--- config.mk ---
export PLATFORM = sky130hd
export DESIGN_NAME = seg_scan_ctrl
export DESIGN_NICKNAME = d
export VERILOG_FILES = /design/src/rtl/seg_scan_ctrl.sv
export SDC_FILE = /design/constraint.sdc
export NUM_CORES = 1
export LEC_CHECK = 0
export CAP_MARGIN = 40
export CORE_MARGIN = 3
export CORE_UTILIZATION = 50
export DETAILED_ROUTE_END_ITERATION = 6
export GPL_TIMING_DRIVEN = 0
export PLACE_DENSITY = 0.78
export SLEW_MARGIN = 20
export SYNTH_ARGS = -nofsm -noshare
export SYNTH_HDL_FRONTEND = slang
export SYNTH_SLANG_ARGS = --single-unit
--- constraint.sdc ---
create_clock -name clk -period 3.2 [get_ports clk]
set_input_delay 0.96 -clock clk [delete_from_list [all_inputs] [get_ports clk]]
set_output_delay 0.96 -clock clk [all_outputs]
set_load 0.05 [all_outputs]
--- src/rtl/seg_scan_ctrl.sv ---
// Seven-segment scan controller: steps digits 0..7 and commits new values only at frame boundaries.
// Optional leading-zero blanking is enabled by defining SEG_SCAN_LEADING_ZERO_BLANK_EN.
module seg_scan_ctrl #(
  parameter int TICK_DIV = 100_000
) (
  input  logic        clk,
  input  logic        rst,
  input  logic [31:0] value_i,
  input  logic        load_i,
  output logic [3:0]  num_o,
  output logic [2:0]  sel_o,
  output logic        blank_o,
  output logic        pending_o,
  output logic        frame_o
);

  localparam int CW = $clog2(TICK_DIV);
  localparam logic [CW-1:0] CNT_MAX = CW'(TICK_DIV - 1);

  logic [CW-1:0] cnt;
  logic [31:0]   active;
  logic [31:0]   pend;
  logic          pend_v;
  logic          tick;
  logic          boundary;

  assign tick     = (cnt == CNT_MAX);
  assign boundary = tick && (sel_o == 3'd7);

  always_ff @(posedge clk or posedge rst) begin
    if (rst) begin
      cnt     <= '0;
      sel_o   <= 3'd0;
      frame_o <= 1'b0;
      active  <= 32'h0;
      pend    <= 32'h0;
      pend_v  <= 1'b0;
    end else begin
      frame_o <= boundary;
      if (tick) begin
        cnt   <= '0;
        sel_o <= sel_o + 3'd1;
      end else begin
        cnt <= cnt + 1'b1;
      end
      // A boundary commits the old pending value even when a new load lands in the same cycle.
      if (boundary && pend_v) begin
        active <= pend;
      end
      if (load_i) begin
        pend   <= value_i;
        pend_v <= 1'b1;
      end else if (boundary) begin
        pend_v <= 1'b0;
      end
    end
  end

  assign pending_o = pend_v;
  assign num_o     = active[{sel_o, 2'b00} +: 4];

`ifdef SEG_SCAN_LEADING_ZERO_BLANK_EN
  logic [31:0] upper;
  assign upper   = active >> {sel_o, 2'b00};
  assign blank_o = (sel_o != 3'd0) && (upper == 32'h0);
`else
  assign blank_o = 1'b0;
`endif

endmodule
After elaboration in Yosys (flattened, before gate mapping)
Index checks and enable logic that the tools add are counted.
{ "classes": {"addsub": 2, "eq_ne": 2, "shifts": 1, "mux": 3, "reduce_logical": 3} }
{ "op_table": {"columns": ["operator", "n"], "rows": [
  ["$shiftx 32x6->4", 1],
  ["$add 17x1->17 const B", 1],
  ["$eq 17x17->1 const B", 1],
  ["$mux 17", 1],
  ["$add 3x1->3 const B", 1],
  ["$eq 3x3->1 const B", 1],
  ["$logic_and 1x1->1", 2],
  ["$mux 1", 2],
  ["$reduce_bool 2->1", 1]
]} }
{ "totals": {"regBits": 86, "inputBits": 35, "word_cells": 17} }

Depth between registers and ports, before layout
{ "depth": {"ltp_word": 4, "mapped_depth": 7} }

Least setup slack after synthesis
No wires, ideal clock.
{ "synth_path": {"path_kind": "reg2out", "from": "register sel_o[0]", "to": "output num_o[0]", "t_arrival_ps": 1890, "path_slack_ps": 350, "path_stages_with_launch": 4, "path_buffers": 1, "cell_sequence": "dfrtp_1 buf_2 mux4_2 mux2_2"} }
{ "synth_between": {"elab_chain_len": 1} }
{ "synth_rtl": {"columns": ["element", "line", "text"], "rows": [
  ["from (decl)", "11", "output logic [2:0] sel_o,"],
  ["from (signal assigned)", "42", "sel_o <= sel_o + 3'd1;"],
  ["$shiftx 32x6->4", "60", "assign num_o = active[{sel_o, 2'b00} +: 4];"],
  ["to (decl)", "10", "output logic [3:0] num_o,"]
]} }
Every way passes these cells.

Worst setup path in the final report
{ "layout_path": {"from": "register sel_o[0]", "to": "output num_o[3]"} }
Same word-level chain as after synthesis.

==> flow_metrics.py <==
metrics = {
    "outcome": {
        "status": "finished clean",
    },
    "timing": {
        "finalWorstSetupSlack_ns": 0.0801,
        "hold_viol_final": 0,
        "min_period_ns": 3.12,
        "final_max_slew_viol_count": 0,
        "tightest_slew_ns": 0.629,
        "fin_crit_sh": 0.975,
        "fmax_mhz": 321,
        "rsz0062_at_grt": "false",
        "fin_worst_skew_ns": 0.0149,
        "relSlewSlack": 0.581,
        "setup_viol": 0,
    },
    "route": {
        "vias": 2137,
        "drcViolationCount": 0,
        "highest_layer": "met4",
        "wl_met1_um": 3000,
        "dr_wl_met3_um": 287,
        "postRouteAntennaNets": 0,
        "wl_per_cell_um": 16.4,
        "wl_um": 6580,
        "drt_iter0_drc": 108,
        "firstDrtPassIters": 4,
        "wl_met2_um": 3170,
        "viasPerCell": 5.34,
    },
    "final_layout": {
        "drive_gt1_frac": 0.362,
        "stdcell_area_um2": 4440,
        "finish.net_count": 337,
        "area_growth_pct": 20.9,
        "antenna_cells": 0,
        "post-route-util": 0.639,
        "final_cells": 400,
        "register_area_um2": 2150,
        "n_fill_cell": 541,
        "multi_input_area_um2": 1420,
    },
    "logic_synthesis": {
        "synthXorXnorAreaFrac": 0.0334,
        "yosys.area_share.simple": 0.0698,
        "seq_area_frac_synth": 0.586,
        "muxShareOfSynthArea": 0.266,
        "synth_top_family_by_area": "multiplexers",
        "syn_avg_cell_area_um2": 15.0,
        "synth_compound_area_frac": 0.00681,
        "yosysWarnings": 0,
        "postSynth.asyncResetShare": 1.00,
        "synth_edf_count": 0,
        "yosysUniqueCellTypes": 32,
        "synth-seq-cells": 86,
        "synth_flop_cell": "dfrtp_1",
        "synth_cells": 245,
        "synth-adder-area-share": 0.0102,
        "syn-cell-area_um2": 3670,
        "syn_nets": 283,
    },
    "clock_tree": {
        "cts.clk_slew.worst_paths_ns": 0.09,
        "post_cts_buffers": 0,
        "cts_hold_buffers": 0,
        "clkSinkCount": 86,
        "h-tree-depth": 3,
        "cts_root_buf": "clkbuf_8",
        "clockBufferDepth": 2,
        "cts_buffers": 9,
        "insertion_delay_ns": 0.35,
        "cts_tree": "done",
    },
    "die": {
        "core_um2": 6940,
        "num_rows": 30,
        "die_width_um": 91.7,
        "die_area_um2": 8410,
        "io_pins": 45,
        "start_util": 0.529,
        "fp.dieH_um": 91.7,
    },
    "power": {
        "comb_power_share": 0.061,
        "p_int_mw": 1.57,
        "seqPwrFrac": 0.564,
        "clkPwrFrac": 0.375,
        "sw_frac_of_total": 0.227,
        "p_leak_nw": 2.01,
        "switchingPower_mw": 0.462,
        "ir_worst_vdd_uv": 254,
        "pwr_density_cell_nw_per_um2": 457,
    },
    "placed_design": {
        "portBuffers": 42,
        "dpl.cell_count": 384,
        "pre_cts_ws_ns": -0.104,
        "place.gp.congestion": 0.817,
        "hpwl_um": 4590,
        "place_area_um2": 4240,
    },
    "setup_path": {
        "worstPathMaxFanout": 9,
        "critPathKind": "reg -> out",
        "crit_buf_inv": 2,
        "slowest_delay_ns": 0.55,
        "rrSetupSlack_ns": 0.82,
        "required_ns": 2.24,
        "critPathLaunchType": "register",
        "cp_cell_sequence": "buf_6 > mux4_2 > mux2_2 > clkdlybuf4s15_2",
        "critPathSlowestCell": "mux4_2",
        "worst_path_dominant_cell_family": "multiplexers",
        "cp.arrival_ns": 2.16,
        "end_kind": "primary output",
    },
    "global_route": {
        "grtUsageTotal": 0.170,
        "antenna_found_initial": 0,
        "grt_max_degree": 46,
        "grt_remaining_overflow": 0,
        "grt_pass1_wl_um": 11200,
        "grt_pass1_vias": 2215,
    },
    "worst_hold_path": {
        "hold_class": "reg -> reg",
    },
    "flow_run": {
        "cap_violations": 0,
    },
}
==> metrics by stage <==
step	setup TNS, ns	power [mW]	hold WS (ns)
floorplan	0	1.23	0.453
global placement	-109.69	1.29	0.467
detailed placement	-0.371	1.29	0.479
CTS	-0.0672	2.05	0.500
global route	0	2.11	0.514
finish	0	2.03	0.498
==> power groups by stage <==
stage | Sequential (mW) | Clock (mW) | Combinational [mW]
after floorplan | 1.16 | 0 | 0.0686
after detailed placement | 1.17 | 0 | 0.127
final | 1.15 | 0.762 | 0.124
after global routing | 1.15 | 0.825 | 0.136
after CTS | 1.15 | 0.774 | 0.127
after global placement | 1.17 | 0 | 0.120
==> routing by layer <==
| metal | up-vias | global-route usage |
|---|---|---|
| li1 | 983 | - |
| met1 | 1096 | 0.236 |
| met2 | 47 | 0.262 |
| met3 | 11 | 0.0361 |
| met4 | 0 | 0.0668 |
| met5 | - | 0 |
==> cells in the mapped netlist (all sizes together), types with 2 or more instances <==
library cell,n,area share
and3,3,0.0051
buf,7,0.017
clkbuf,6,0.0061
dfrtp,86,0.59
ha,3,0.010
inv,3,0.0031
mux2,70,0.21
mux4,8,0.049
nand2,3,0.0031
nand3,8,0.011
nand4,9,0.017
nor2,11,0.011
nor4,2,0.0075
xnor2,5,0.012
xor2,9,0.021
==> final timing paths <==
check | cells past startpoint | to | startpoint
min | 1 | active[29] | active[29]
max in group asynchronous | 3 | sel_o[0] | rst
min reg2reg | 1 | active[29] | active[29]
min in group asynchronous | 2 | pend[5] | rst
max | 4 | num_o[3] | sel_o[0]
max reg2reg | 7 | active[18] | cnt[0]
==> cell usage in the layout, fill, tap and decap left out, drive strengths merged, types with 4 or more instances in the layout <==
cell and count:
nand3 8, xnor2 5, nand4 9, clkdlybuf4s50 38, nor2 11, buf 8
xor2 9, inv 4, mux2 70, dfrtp 86, mux4 8, clkbuf 17
==> cell type report <==
type	count	share of cell area
clock buffers	10	0.0287
inverters	3	0.00310
flip-flops and latches	86	0.485
plain buffers	13	0.0209
multi-input cells	143	0.321
repair buffers	43	0.0989
clock inverters	6	0.0161
well taps	96	0.0270
==> logic make-up after synthesis <==
family | count (synthesis)
DFF | 86
muxes | 79
and+or+nand+nor | 42
buffers and inverters | 16
xor gates and xnor gates | 14
AOI/OAI and AO/OA | 4
adders and majority gates | 3
other | 1
==> timing repair <==
| item | 4_1_cts | 5_1_grt |
|---|---|---|
| hold endpoints to repair | 0 | 0 |
| setup endpoints to repair | 4 | 3 |
| resized for setup | 12 | 3 |
==> sequential cells by signal, summed over array words and instances (netlist names) <==
signal	count
cnt	17
pending_o	1
frame_o	1
pend	32
active	32
sel_o	3
Note: power is estimated with default switching activity, not from simulation.
